## config.mk

```make
export PLATFORM = sky130hd
export DESIGN_NAME = slave_in_port_burst
export DESIGN_NICKNAME = d
export VERILOG_FILES = /design/src/rtl/slave_bus_pkg.sv /design/src/rtl/slave_rx_fifo.sv /design/src/rtl/slave_in_port_burst.sv
export SDC_FILE = /design/constraint.sdc
export NUM_CORES = 1
export LEC_CHECK = 0
export BUFFER_PORTS_ARGS = -buffer_cell sky130_fd_sc_hd__buf_2
export CAP_MARGIN = 40
export CORE_UTILIZATION = 40
export DETAILED_ROUTE_END_ITERATION = 12
export GPL_ROUTABILITY_DRIVEN = 0
export HOLD_SLACK_MARGIN = 0.1
export PLACE_DENSITY_LB_ADDON = 0.08
export SYNTH_ARGS = -nofsm -noshare
export SYNTH_HDL_FRONTEND = slang
export SYNTH_SLANG_ARGS = --single-unit
```

## constraint.sdc

```tcl
create_clock -name clk -period 4.85 [get_ports clk]
set_input_delay 0.7275 -clock clk [delete_from_list [all_inputs] [get_ports clk]]
set_output_delay 0.7275 -clock clk [all_outputs]
set_load 0.03 [all_outputs]
```

## src/rtl/slave_bus_pkg.sv

```systemverilog
// rtl/slave_bus_pkg.sv - shared types and default widths for the burst slave input port
// Purpose: FSM state encoding, FIFO entry layout, default widths and a small helper.
// Ports: none (package).
package slave_bus_pkg;

   localparam int ADDR_WIDTH_DEF = 12;
   localparam int DATA_WIDTH_DEF = 8;

   typedef enum logic [2:0] {
      ST_IDLE,
      ST_ADDR,
      ST_DATA,
      ST_PARITY,
      ST_PUSH
   } state_e;

   // Field order of a FIFO entry; the top packs its parametrised entries
   // in the same {addr, data, write} order.
   typedef struct packed {
      logic [ADDR_WIDTH_DEF-1:0] addr;
      logic [DATA_WIDTH_DEF-1:0] data;
      logic                      write;
   } fifo_entry_t;

   function automatic int max_int(input int a, input int b);
      return (a > b) ? a : b;
   endfunction

endpackage

```

## src/rtl/slave_rx_fifo.sv

```systemverilog
// rtl/slave_rx_fifo.sv - synchronous width/depth parametrised FIFO with occupancy count
// Purpose: holds decoded beats until the slave side drains them.
// Ports:
//   clk, reset      clock, async active-high reset (empties the FIFO)
//   push_i          write push_data_i at the tail (ignored when full)
//   push_data_i     entry to write
//   pop_i           drop the head (ignored when empty)
//   head_o          head entry, zero while empty
//   empty_o         no entries held
//   count_o         number of entries held
module slave_rx_fifo #(
   parameter int WIDTH = 21,
   parameter int DEPTH = 8
) (
   input  logic                     clk,
   input  logic                     reset,
   input  logic                     push_i,
   input  logic [WIDTH-1:0]         push_data_i,
   input  logic                     pop_i,
   output logic [WIDTH-1:0]         head_o,
   output logic                     empty_o,
   output logic [$clog2(DEPTH):0]   count_o
);

   localparam int PW = $clog2(DEPTH);

   logic [WIDTH-1:0] mem_q [DEPTH];
   logic [PW-1:0]    wr_ptr_q;
   logic [PW-1:0]    rd_ptr_q;
   logic [PW:0]      count_q;
   logic [PW:0]      count_d;
   logic             do_push;
   logic             do_pop;

   assign do_pop  = pop_i && (count_q != '0);
   assign do_push = push_i && (count_q != (PW+1)'(DEPTH));

   always_comb begin
      count_d = count_q;
      case ({do_push, do_pop})
         2'b10:   count_d = count_q + 1'b1;
         2'b01:   count_d = count_q - 1'b1;
         default: count_d = count_q;
      endcase
   end

   // Storage is not reset; head_o is masked while empty instead.
   always_ff @(posedge clk) begin
      if (do_push) begin
         mem_q[wr_ptr_q] <= push_data_i;
      end
   end

   // DEPTH is a power of two, so the pointers wrap by natural overflow.
   always_ff @(posedge clk or posedge reset) begin
      if (reset) begin
         wr_ptr_q <= '0;
         rd_ptr_q <= '0;
         count_q  <= '0;
      end else begin
         if (do_push) wr_ptr_q <= wr_ptr_q + 1'b1;
         if (do_pop)  rd_ptr_q <= rd_ptr_q + 1'b1;
         count_q <= count_d;
      end
   end

   assign empty_o = (count_q == '0);
   assign head_o  = empty_o ? '0 : mem_q[rd_ptr_q];
   assign count_o = count_q;

endmodule

```

## src/rtl/slave_in_port_burst.sv

```systemverilog
// rtl/slave_in_port_burst.sv - serial burst slave input port with output FIFO
// Purpose: deserialises LSB-first address/data from a bus master, expands bursts
//          into incrementing beats and queues {addr, data, write} entries.
// Optional: define SLAVE_IN_PARITY_EN for an even parity bit after each write
//           beat and the sticky parity_err output.
// Ports:
//   clk, reset                      clock, async active-high reset
//   master_valid                    start request (IDLE) or serial bit valid
//   read_en, write_en, rx_burst     command, sampled at the start handshake
//   rx_address, rx_data             serial address / data bits, LSB first
//   slave_ready                     idle with room for a full burst
//   rx_done, cmd_err                completion / rejected-command pulses
//   out_valid, out_ready            FIFO head handshake
//   out_addr, out_data, out_write   FIFO head contents
//   parity_err                      sticky parity error (SLAVE_IN_PARITY_EN only)
module slave_in_port_burst
   import slave_bus_pkg::*;
#(
   parameter int ADDR_WIDTH = ADDR_WIDTH_DEF,
   parameter int DATA_WIDTH = DATA_WIDTH_DEF,
   parameter int BURST_LEN  = 4,
   parameter int FIFO_DEPTH = 8
) (
   input  logic                  clk,
   input  logic                  reset,
   input  logic                  master_valid,
   input  logic                  read_en,
   input  logic                  write_en,
   input  logic                  rx_burst,
   input  logic                  rx_address,
   input  logic                  rx_data,
   output logic                  slave_ready,
   output logic                  rx_done,
   output logic                  cmd_err,
   output logic                  out_valid,
   input  logic                  out_ready,
   output logic [ADDR_WIDTH-1:0] out_addr,
   output logic [DATA_WIDTH-1:0] out_data,
   output logic                  out_write
`ifdef SLAVE_IN_PARITY_EN
   ,
   output logic                  parity_err
`endif
);

   localparam int ENTRY_W = ADDR_WIDTH + DATA_WIDTH + 1;
   localparam int BIT_W   = $clog2(max_int(ADDR_WIDTH, DATA_WIDTH) + 1);
   localparam int BEAT_W  = $clog2(BURST_LEN + 1);
   localparam int CNT_W   = $clog2(FIFO_DEPTH) + 1;

   state_e              state_q, state_d;
   logic [ADDR_WIDTH-1:0] addr_q;
   logic [DATA_WIDTH-1:0] data_q;
   logic [BIT_W-1:0]    bit_cnt_q;
   logic [BEAT_W-1:0]   beats_left_q;
   logic                write_q;
   logic                rx_done_q, rx_done_d;
   logic                cmd_err_q, cmd_err_d;

   logic                start;
   logic                cmd_ok;
   logic                bit_last;
   logic                last_beat;
   logic                latch_cmd;
   logic                addr_shift;
   logic                data_shift;
   logic                beat_done;
   logic                push_en;
   logic                beat_bad;

   logic [ENTRY_W-1:0]  fifo_head;
   logic                fifo_empty;
   logic [CNT_W-1:0]    fifo_count;

`ifdef SLAVE_IN_PARITY_EN
   logic                par_sample;
   logic                par_bad_q;
   logic                parity_err_q;
`endif

   // Space for a whole burst is reserved before accepting any command,
   // so the FIFO can never overflow mid-transaction.
   assign slave_ready = !reset && (state_q == ST_IDLE) &&
                        (fifo_count <= CNT_W'(FIFO_DEPTH - BURST_LEN));
   assign start       = master_valid && slave_ready;
   assign cmd_ok      = read_en ^ write_en;
   assign last_beat   = (beats_left_q == BEAT_W'(1));

   // Last sampled bit of the current serial field.
   always_comb begin
      bit_last = 1'b0;
      if (state_q == ST_ADDR) begin
         bit_last = master_valid && (bit_cnt_q == BIT_W'(ADDR_WIDTH - 1));
      end else if (state_q == ST_DATA) begin
         bit_last = master_valid && (bit_cnt_q == BIT_W'(DATA_WIDTH - 1));
      end
   end

   // FSM: state register
   always_ff @(posedge clk or posedge reset) begin
      if (reset) state_q <= ST_IDLE;
      else       state_q <= state_d;
   end

   // FSM: next state
   always_comb begin
      state_d = state_q;
      case (state_q)
         ST_IDLE: if (start && cmd_ok) state_d = ST_ADDR;
         ST_ADDR: if (bit_last) state_d = write_q ? ST_DATA : ST_PUSH;
`ifdef SLAVE_IN_PARITY_EN
         ST_DATA:   if (bit_last) state_d = ST_PARITY;
         ST_PARITY: if (master_valid) state_d = ST_PUSH;
`else
         ST_DATA:   if (bit_last) state_d = ST_PUSH;
`endif
         ST_PUSH: begin
            if (last_beat)    state_d = ST_IDLE;
            else if (write_q) state_d = ST_DATA;
            else              state_d = ST_PUSH;
         end
         default: state_d = ST_IDLE;
      endcase
   end

   // FSM: outputs / datapath strobes
   always_comb begin
      latch_cmd  = 1'b0;
      cmd_err_d  = 1'b0;
      addr_shift = 1'b0;
      data_shift = 1'b0;
      beat_done  = 1'b0;
      push_en    = 1'b0;
      rx_done_d  = 1'b0;
`ifdef SLAVE_IN_PARITY_EN
      par_sample = 1'b0;
`endif
      case (state_q)
         ST_IDLE: begin
            latch_cmd = start && cmd_ok;
            cmd_err_d = start && !cmd_ok;
         end
         ST_ADDR: addr_shift = master_valid;
         ST_DATA: data_shift = master_valid;
`ifdef SLAVE_IN_PARITY_EN
         ST_PARITY: par_sample = master_valid;
`endif
         ST_PUSH: begin
            beat_done = 1'b1;
            push_en   = !(write_q && beat_bad);
            rx_done_d = last_beat;
         end
         default: ;
      endcase
   end

   // Shift registers, bit/beat counters and the registered pulses.
   always_ff @(posedge clk or posedge reset) begin
      if (reset) begin
         addr_q       <= '0;
         data_q       <= '0;
         bit_cnt_q    <= '0;
         beats_left_q <= '0;
         write_q      <= 1'b0;
         rx_done_q    <= 1'b0;
         cmd_err_q    <= 1'b0;
      end else begin
         rx_done_q <= rx_done_d;
         cmd_err_q <= cmd_err_d;
         if (latch_cmd) begin
            write_q      <= write_en;
            beats_left_q <= rx_burst ? BEAT_W'(BURST_LEN) : BEAT_W'(1);
            addr_q       <= '0;
            data_q       <= '0;   // reads therefore queue zero data
            bit_cnt_q    <= '0;
         end
         // LSB arrives first: shifting in at the MSB leaves bit i in [i].
         if (addr_shift) addr_q <= {rx_address, addr_q[ADDR_WIDTH-1:1]};
         if (data_shift) data_q <= {rx_data, data_q[DATA_WIDTH-1:1]};
         if (addr_shift || data_shift) begin
            bit_cnt_q <= bit_last ? '0 : bit_cnt_q + 1'b1;
         end
         // Address advances even on a dropped beat; wraps modulo 2^ADDR_WIDTH.
         if (beat_done) begin
            addr_q       <= addr_q + 1'b1;
            beats_left_q <= beats_left_q - 1'b1;
         end
      end
   end

`ifdef SLAVE_IN_PARITY_EN
   always_ff @(posedge clk or posedge reset) begin
      if (reset) begin
         par_bad_q    <= 1'b0;
         parity_err_q <= 1'b0;
      end else if (latch_cmd) begin
         par_bad_q <= 1'b0;
      end else if (par_sample) begin
         // Even parity: the extra bit equals the XOR of the beat's data.
         par_bad_q <= (rx_data != ^data_q);
         if (rx_data != ^data_q) parity_err_q <= 1'b1;
      end
   end
   assign beat_bad   = par_bad_q;
   assign parity_err = parity_err_q;
`else
   assign beat_bad = 1'b0;
`endif

   slave_rx_fifo #(
      .WIDTH (ENTRY_W),
      .DEPTH (FIFO_DEPTH)
   ) u_fifo (
      .clk         (clk),
      .reset       (reset),
      .push_i      (push_en),
      .push_data_i ({addr_q, data_q, write_q}),
      .pop_i       (out_valid && out_ready),
      .head_o      (fifo_head),
      .empty_o     (fifo_empty),
      .count_o     (fifo_count)
   );

   assign out_valid = !fifo_empty;
   assign out_addr  = fifo_head[ENTRY_W-1 -: ADDR_WIDTH];
   assign out_data  = fifo_head[DATA_WIDTH:1];
   assign out_write = fifo_head[0];
   assign rx_done   = rx_done_q;
   assign cmd_err   = cmd_err_q;

endmodule
```

Word level (Yosys, flattened, before mapping) --
Memories as Yosys holds them, arrays and structs flattened. Index checks and enable logic that the tools add are counted.
Storage, ports and cells: register bits 43, bits in latches 0, bits in writable memories 168, ROM bits 0, input port bits 9, output and inout bits 25, word-level logic and storage cells 85, memories kept 1
Memory list:
- u_fifo.mem_q | depth 8, bits a word 21, read ports 1, clocked after memory_dff 0, wr ports 1, line slave_rx_fifo.sv:27 | logic [WIDTH-1:0] mem_q [DEPTH];
Operators by class: $add $sub $neg 7, multipliers 0, div/mod/pow operators 0, $lt $le $gt $ge 1, equality and inequality tests 12, shifts and indexed selects 0, multiplexer cells 29, bitwise gates (word level) 1, reductions and logical operators 23
Operators with widths (count):
- 12-bit two-way mux | 3
- 3-bit two-way mux | 8
- 21-bit two-way mux | 1
- 8-bit two-way mux | 2
- 12-bit by 1-bit adder with 12-bit output, second input constant | 1
- 4-bit two-way mux | 3
- 3-bit one-hot mux with 4 select lines | 1
- 1-bit logical AND | 10
- 1-bit two-way mux | 10
- 4-bit by 1-bit adder with 4-bit output, second input constant | 2
- 4-bit one-hot mux with 2 select lines | 1
- 2-bit nonzero test | 4
- 3-bit by 1-bit adder with 3-bit output, second input constant | 2
- 3-bit by 1-bit == test with 1-bit output, second input constant | 2
- 4-bit by 3-bit == test with 1-bit output, second input constant | 1
- 4-bit == test, second input constant | 1
- 4-bit by 3-bit less-or-equal comparator with 1-bit output, second input constant | 1
- 4-bit logical NOT | 1
- 2-bit != test, second input constant | 2
- 4-bit != test, second input constant | 1
- 4-bit nonzero test | 1
- 4-bit by 1-bit subtractor with 4-bit output, second input constant | 1
- 3-bit by 2-bit == test with 1-bit output, second input constant | 1
- 3-bit == test, second input constant | 1
- 10 further kinds | 12

Logic depth before layout (Yosys ltp) --
Gate-level depths: netlist of run 1.
word-level depth 9, mapped depth 12, depth with buffers taken out 10

Hierarchy --
Synthesis of run 1 repeated with hierarchy kept, for this count alone.
Unflattened totals: cell total of the unflattened synthesis 515, area, all modules 8869.8 um2
By module, submodules not included:
- slave_rx_fifo | instances 1, cells each 309, area each 6941.7 um2, sequential area each 5295.1 um2
- slave_in_port_burst | instances 1, cells each 206, area each 1928.1 um2, sequential area each 825.8 um2

Least setup slack after synthesis of run 1 --
Ideal clock, no wire load.
path type flip-flop to flip-flop, start point register state_q[0], end point memory u_fifo.mem_q[0][0] (enable), setup time 425 ps, arrival 2748 ps, required time 4425 ps, setup slack 1676 ps, cell stages (with the launch flop) 6, buffers on the path 1, clock period less this slack 3174 ps, cells stage by stage dfrtp_1 or3b_1 clkbuf_1 a21oi_2 nand2b_1 nor3_1
On the way: word-level cells in the longest chain between the ends 5
Ends and longest elaborated chain:
- start, declared | line slave_in_port_burst.sv:51 | state_e state_q, state_d;
- start signal, assigned | line slave_in_port_burst.sv:102 | else state_q <= state_d;
- 3-bit == test | line slave_in_port_burst.sv:138 | case (state_q)
- 1-bit two-way mux | line slave_in_port_burst.sv:138
- 1-bit logical AND | line slave_rx_fifo.sv:36 | assign do_push = push_i && (count_q != (PW+1)'(DEPTH));
- 1-bit two-way mux | line slave_rx_fifo.sv:49 | if (do_push) begin
- 1-bit two-way mux (implied by the code) | line slave_rx_fifo.sv:50 | mem_q[wr_ptr_q] <= push_data_i;
- end, declared | line slave_rx_fifo.sv:27
No other way between the ends.

Worst setup path after layout of run 1 --
start point register u_fifo.rd_ptr_q[1], end point output port out_write
On the way: word-level cells in the longest chain between the ends 2
Ends and longest elaborated chain:
- start, declared | line slave_rx_fifo.sv:29 | logic [PW-1:0] rd_ptr_q;
- start signal, assigned | line slave_rx_fifo.sv:62 | if (do_pop) rd_ptr_q <= rd_ptr_q + 1'b1;
- memory read 8 x 21 bit
- 21-bit two-way mux | line slave_rx_fifo.sv:68 | assign head_o = empty_o ? '0 : mem_q[rd_ptr_q];
- end, declared | line slave_in_port_burst.sv:39 | output logic out_write
No other way between the ends.

==> out/metrics.yaml, run 1 <==
run_status:
  status: "finished, final reports clean"
cts:
  cts-root-buf: "clkbuf_16"
  clock_latency_ns: 0.50
  cts.repair.resized: 0
  h-tree-depth: 1
  numCtsBuffers: 23
  cts_hold_buf: 0
  cts.sinks: 211
  cts_setup_buffers: 0
  cts_tree: "built"
  cts_buffer_depth: 3
  path_clk_slew_ns: 0.06
routing:
  drc: 0
  wl_mm: 18.3
  wl_per_cell_um: 21.2
  ant_nets: 0
  vias_per_cell: 5.54
  first_iter_violations: 263
  vias: 4786
  drtPass1Iterations: 4
critical_path:
  arrival_ns: 2.61
  crit_type: "reg2out"
  cp-endpoint: "out_write"
  startpoint_type: "flop"
  crit_path_end_kind: "output port"
  crit_start: "u_fifo.rd_ptr_q[1]"
  reg2reg_to: "u_fifo.mem_q[1][11]"
  rrSetupSlack_ns: 1.56
  rr_worst_depth: 5
  crit_path_max_fanout: 23
  r2r-start: "state_q[2]"
  crit_required_ns: 4.12
synthesis:
  synth_async_sr_flop_share: 0.204
  ys_seq_area_frac: 0.694
  syn_area_um2: 8820
  synthesis.nets: 546
  synth_edf_count: 168
  synth_top_area_share: 0.572
  yosysWarnings: 0
  synth_top_area_cell: "edfxtp_1"
  ys_ff_latch: 211
  syn_area_per_cell_um2: 16.7
  synth_cell_type_count: 56
  synth_cells: 528
  synth_area_leaders: "edfxtp_1 (57%), dfrtp_1 (12%), mux4_2 (11%)"
  synth-main-ff-cell: "edfxtp_1"
sta:
  hold_viol: 0
  period_needed_ns: 3.34
  drv_slew: 0
  skew_ns: 0.00847
  hold_ws_ns: 0.274
  clock.fmax_mhz: 300
  period_share: 0.688
  setup_tns_ns: 0
  relSlewSlack: 0.453
  rsz0062_at_grt: "no"
  setup_viol: 0
  tightest_slew_ns: 0.820
grt:
  gr-total-overflow: 0
  grt_pass1_vias: 4890
  grt_usage: 0.171
  antenna_found_initial: 0
  grt_pass1_wl_mm: 28.5
  grt_max_degree: 24
min_path:
  hp-class: "in2async"
power:
  ir_drop_mv: 0.338
  power_per_cell_area_nw_per_um2: 591
  finalPower_w: 0.00602
  leakagePower_nw: 3.59
place:
  dp.cells: 823
  dpl.hpwl_mm: 11.4
  portBuffers: 33
floorplanning:
  core_um2: 21300
  placementRows: 53
  dieArea_um2: 22600
  die_x_um: 150
  dieHeight_um: 150
  initial_core_util: 0.414
  ios: 34
final_layout:
  drive_gt1_frac: 0.256
  final_core_util: 0.478
  antenna_cells: 0
  fill_cells: 1787
  fin_nets: 591
  syn_to_final_growth_pct: 15.5
  instances_no_fill: 864
flow_run:
  max_cap_viol_count: 0
cell usage in the layout, fill, tap and decap left out, types with 3 or more instances in the layout:
cell type and n:
clkbuf_1 4, clkinvlp_4 4, clkinv_2 3, o21ai_1 7
nand3b_1 3, buf_2 34, o21ai_0 15, edfxtp_1 168
bufinv_16 6, inv_1 6, a221o_1 10, buf_4 15
a22o_1 5, mux2i_1 22, ha_1 9, a21oi_1 4
nor4_1 6, o22ai_1 6, xnor2_1 4, nor2_1 32
mux4_2 42, nand2b_1 5, nor3_1 8, nand3_1 7
clkbuf_16 23, nor3b_1 5, dfrtp_1 41, xor2_1 6
nor2_2 6, nand2_1 38, o21a_1 3
worst min-delay path by stage:
stage	startpoint	end	cells past startpoint
6_report	reset	bit_cnt_q[2]	2
5_1_grt	reset	bit_cnt_q[2]	2
4_1_cts	reset	bit_cnt_q[2]	2
3_5_place_dp	u_fifo.rd_ptr_q[2]	u_fifo.rd_ptr_q[2]	1
3_3_place_gp	u_fifo.rd_ptr_q[2]	u_fifo.rd_ptr_q[2]	1
2_1_floorplan	beats_left_q[1]	beats_left_q[1]	2
power by group:
group | switching [W] | leakage [nW] | internal (W)
registers | 0.000328 | 2.08 | 0.00217
logic | 0.000931 | 1.12 | 0.000719
clock network | 0.000685 | 0.387 | 0.00119
per-stage QoR:
stage / cell area (um2) / setup WS [ns]
floorplan: 8820 / 1.68
detailed placement: 9370 / 1.55
CTS: 10200 / 1.41
global route: 10200 / 1.34
finish: 10200 / 1.51
global placement: 9330 / 1.66
sequential cells by signal (all words and copies together), names as in the netlist:
signal           count
addr_q              12
beats_left_q         3
bit_cnt_q            4
cmd_err              1
data_q               8
rx_done              1
state_q              3
u_fifo.count_o       4
u_fifo.mem_q       168
u_fifo.rd_ptr_q      3
u_fifo.wr_ptr_q      3
write_q              1
synth_stat cells (9+ instances only):
master	n
mux4_2	42
edfxtp_1	168
a221o_1	10
dfrtp_1	43
nor3_1	10
nor2_1	38
ha_1	9
mux2i_1	22
clkbuf_1	13
buf_2	12
o21ai_0	15
nand2_1	38
kinds of logic after synthesis:
logic type,share of synthesized area
buffers and inverters,0.0192
DFF,0.694
xor gates and xnor gates,0.00993
muxes,0.137
and+or+nand+nor,0.0776
AOI/OAI and AO/OA,0.0488
adders and majority gates,0.0128
worst max-delay path: stages (launching register included):
cell     delay, ns
dfrtp_2       0.78
buf_4         0.45
mux4_2        0.37
mux2i_1       0.26
nor2_1        0.06
buf_2         0.18
routing by layer:
metal / up-vias / share of wire / global-route usage
met5: - / 0 / 0
met4: 0 / 0.018 / 0.0449
met3: 26 / 0.035 / 0.0245
met2: 95 / 0.50 / 0.288
met1: 2489 / 0.45 / 0.232
li1: 2176 / - / -
final cells by class:
class / instances / area, um2 / share of cell area
clock buffer: 27 / 591 / 0.0580
clock inverter: 14 / 229 / 0.0225
inverter: 8 / 30.0 / 0.00295
multi-input combinational: 279 / 2560 / 0.251
sequential: 211 / 6120 / 0.601
tap: 275 / 344 / 0.0338
timing repair buffer: 50 / 310 / 0.0305
(Power assumes the default switching activity.)
==> inputs of run 2 (changes only) <==
--- a/config.mk
+++ b/config.mk
@@ -5,6 +5,7 @@
 export SDC_FILE = /design/constraint.sdc
 export NUM_CORES = 1
 export LEC_CHECK = 0
+export ABC_AREA = 1
 export BUFFER_PORTS_ARGS = -buffer_cell sky130_fd_sc_hd__buf_2
 export CAP_MARGIN = 40
 export CORE_UTILIZATION = 40
==> constraint.sdc (replaced) <==
create_clock -name clk -period 3.46 [get_ports clk]
set_input_delay 0.519 -clock clk [delete_from_list [all_inputs] [get_ports clk]]
set_output_delay 0.519 -clock clk [all_outputs]
set_load 0.03 [all_outputs]
==> run 2 against run 1 <==
Net effect:
- critical path depth grew 3
- sequential power grew 49%
- synthesized cell count grew 62%
- hold slack lost 0.097 ns
- non-clock buffer count grew 1
- area after synthesis grew 3.4%
- final area grew 1.5%
- first-iteration DRC count grew 65%
- via count grew 28%
- power grew 59%
- final cell count grew 38%
- largest cell class unchanged
- highest routed layer unchanged
==> out/metrics.yaml, run 2 <==
final_layout:
  fin_nets: 909  # +54%
  final_common_cell: "nor2_1"
  instances_no_fill: 1189  # +38%
  largest_reg_flops: 168  # unchanged
  syn_to_final_growth_pct: 13.4
  final_cell_mix: "nor2_1 (193), edfxtp_1 (168), o21ai_0 (119)"
  drive_gt1_frac: 0.112  # -0.144
  max_flop_register: "u_fifo.mem_q"
  top_regs: "u_fifo.mem_q (168), addr_q (12), data_q (8)"
  fin_area_um2: 10300  # +1.5%
  antenna_cells: 0  # unchanged
synthesis:
  ys_seq_area_frac: 0.672  # -0.0226
  synth.most_common_cell: "nor2_1"
  synth_cell_type_count: 31  # -45%
  synth_top_area_cell: "edfxtp_1"
  synth_top_area_share: 0.554  # -0.0186
  synth_cells: 857  # +62%
  ys_ff_latch: 211  # unchanged
  syn_area_um2: 9110  # +3.4%
  synth-main-ff-cell: "edfxtp_1"
  synth_area_leaders: "edfxtp_1 (55%), dfrtp_1 (12%), nor2_1 (8.3%)"
  synth.top_cells.by_count: "nor2_1 (201), edfxtp_1 (168), o21ai_0 (119)"
  synth_async_sr_flop_share: 0.204  # unchanged
  synthesis.nets: 875  # +60%
  syn_area_per_cell_um2: 10.6  # -36%
  yosysWarnings: 0  # unchanged
  synth_edf_count: 168  # unchanged
routing:
  wl_met2_mm: 10.0  # +10%
  highest-signal-layer: "met4"
  first_iter_violations: 435  # +65%
  drtPass1Iterations: 4  # unchanged
  vias: 6145  # +28%
  ant_nets: 0  # unchanged
  drc: 0  # unchanged
  wl_mm: 20.8  # +13%
  wl_met3_um: 964  # +49%
  wl_met1_mm: 9.42  # +14%
  wl_per_cell_um: 17.5  # -18%
  vias_per_cell: 5.17  # -6.7%
sta:
  hold_viol: 0  # unchanged
  clock.fmax_mhz: 331
  setup_tns_ns: 0  # unchanged
  skew_ns: 0.0119  # +0.00347 ns
  period_share: 0.872
  rsz0062_at_grt: "no"
  tightest_slew_ns: 0.885  # +0.0653 ns
  relSlewSlack: 0.410  # -0.0435
  drv_slew: 0  # unchanged
  period_needed_ns: 3.02
  setup_viol: 0  # unchanged
critical_path:
  reg2reg_to: "u_fifo.mem_q[1][5]"
  r2r-start: "state_q[0]"
  crit_type: "reg2out"
  crit_path_max_fanout: 85  # +270%
  path_cells: "buf_4 > nor2_1 > nor2_1 > o21ai_0 > o21ai_1 > o21ai_0 > nor2_1 > buf_2"
  startpoint_type: "flop"
  cpMaxStageDelayCell: "buf_4"
  crit_path_end_kind: "output port"
  rrSetupSlack_ns: 0.91  # -0.65 ns
  arrival_ns: 2.50  # -0.11 ns
  crit_path_max_incr_delay_ns: 0.68  # -0.10 ns
  crit_required_ns: 2.94  # -1.18 ns
  crit_top_cell: "nor2_1"
  rr_worst_depth: 8  # +3
flow_run:
  max_cap_viol_count: 0  # unchanged
cts:
  h-tree-depth: 1  # unchanged
  clock_latency_ns: 0.51  # about the same
  cts_setup_buffers: 0  # unchanged
  cts-root-buf: "clkbuf_16"
  path_clk_slew_ns: 0.06  # about the same
  cts_hold_buf: 0  # unchanged
  cts.repair.resized: 0  # unchanged
  cts_buffer_depth: 3  # unchanged
  cts_tree: "built"
  cts.sinks: 211  # unchanged
  numCtsBuffers: 24  # +4.3%
run_status:
  status: "finished, final reports clean"
place:
  dpl_cell_area_um2: 9580  # +2.2%
  dpl.hpwl_mm: 12.3  # +8.1%
  portBuffers: 33  # unchanged
  dp.cells: 1145  # +39%
power:
  ir_drop_mv: 0.533  # +57%
  power_per_cell_area_nw_per_um2: 926  # +57%
  leakagePower_nw: 3.95  # +10%
grt:
  gr-total-overflow: 0  # unchanged
  grt_pass1_vias: 6051  # +24%
  grt_pass1_wl_mm: 33.0  # +16%
  grt_max_degree: 86  # +260%
  antenna_found_initial: 0  # unchanged
  grt_usage: 0.181  # +0.00992
floorplanning:
  ios: 34  # unchanged
  placementRows: 54  # +1.9%
  dieHeight_um: 153  # +1.6%
  core_um2: 22100  # +3.8%
  dieArea_um2: 23400  # +3.3%
  die_x_um: 153  # +1.6%
  initial_core_util: 0.412  # -0.00171
min_path:
  hp-class: "in2async"
[run 2: power breakdown]
group          internal [W]  total, W  switching, W  leakage (nW)
sequential          0.00325   0.00372      0.000476          2.09
clock               0.00145   0.00242      0.000975         0.371
combinational       0.00104   0.00343       0.00239          1.49
[run 2: final cells by class]
type / instances / area (um2)
fillers: 2072 / 11800
flip-flops and latches: 211 / 6120
multi-input cells: 555 / 2580
clock buffers: 32 / 682
well taps: 280 / 350
repair buffers: 51 / 338
inverters: 48 / 180
clock inverters: 12 / 78.8
[run 2: logic make-up after synthesis]
kind of cell | after synthesis | synth area share
and+or+nand+nor | 357 | 0.160
AOI/OAI and AO/OA | 179 | 0.0990
adders and majority gates | 9 | 0.0124
buffers and inverters | 91 | 0.0470
xor gates and xnor gates | 10 | 0.00961
DFF | 211 | 0.672
[run 2: per-stage QoR]
stage,setup WS (ns),total power (W),hold WS (ns),util
4_1_cts,0.420,0.00969,0.203,0.468
2_1_floorplan,0.805,0.00621,0.463,-
6_report,0.441,0.00957,0.178,0.468
5_1_grt,0.215,0.0102,0.231,0.468
3_5_place_dp,0.866,0.00724,0.492,0.433
3_3_place_gp,0.945,0.00717,0.493,0.433
[run 2: metal layers]
metal / up-vias / GRT usage
li1: 3030 / -
met5: - / 0
met1: 2981 / 0.241
met2: 102 / 0.310
met4: 0 / 0.0447
met3: 32 / 0.0264
[run 2: worst max path at each step]
| stage | slack, ns | start | endpoint |
|---|---|---|---|
| after floorplan | 0.80 | reset | slave_ready |
| after global placement | 0.94 | state_q[0] | u_fifo.mem_q[1][4] |
| after detailed placement | 0.87 | state_q[0] | u_fifo.mem_q[1][6] |
| after CTS | 0.42 | u_fifo.rd_ptr_q[0] | out_addr[0] |
| after global routing | 0.21 | u_fifo.rd_ptr_q[0] | out_addr[0] |
| final | 0.44 | u_fifo.rd_ptr_q[0] | out_addr[3] |
[run 2: critical path: cells and delay by family (launching register included)]
| family | cells | cell delay [ns] |
|---|---|---|
| AO/OA/AOI/OAI | 3 | 0.25 |
| buffers and inverters | 2 | 0.92 |
| flip-flops | 1 | 0.36 |
| AND/OR/NAND/NOR | 3 | 0.43 |
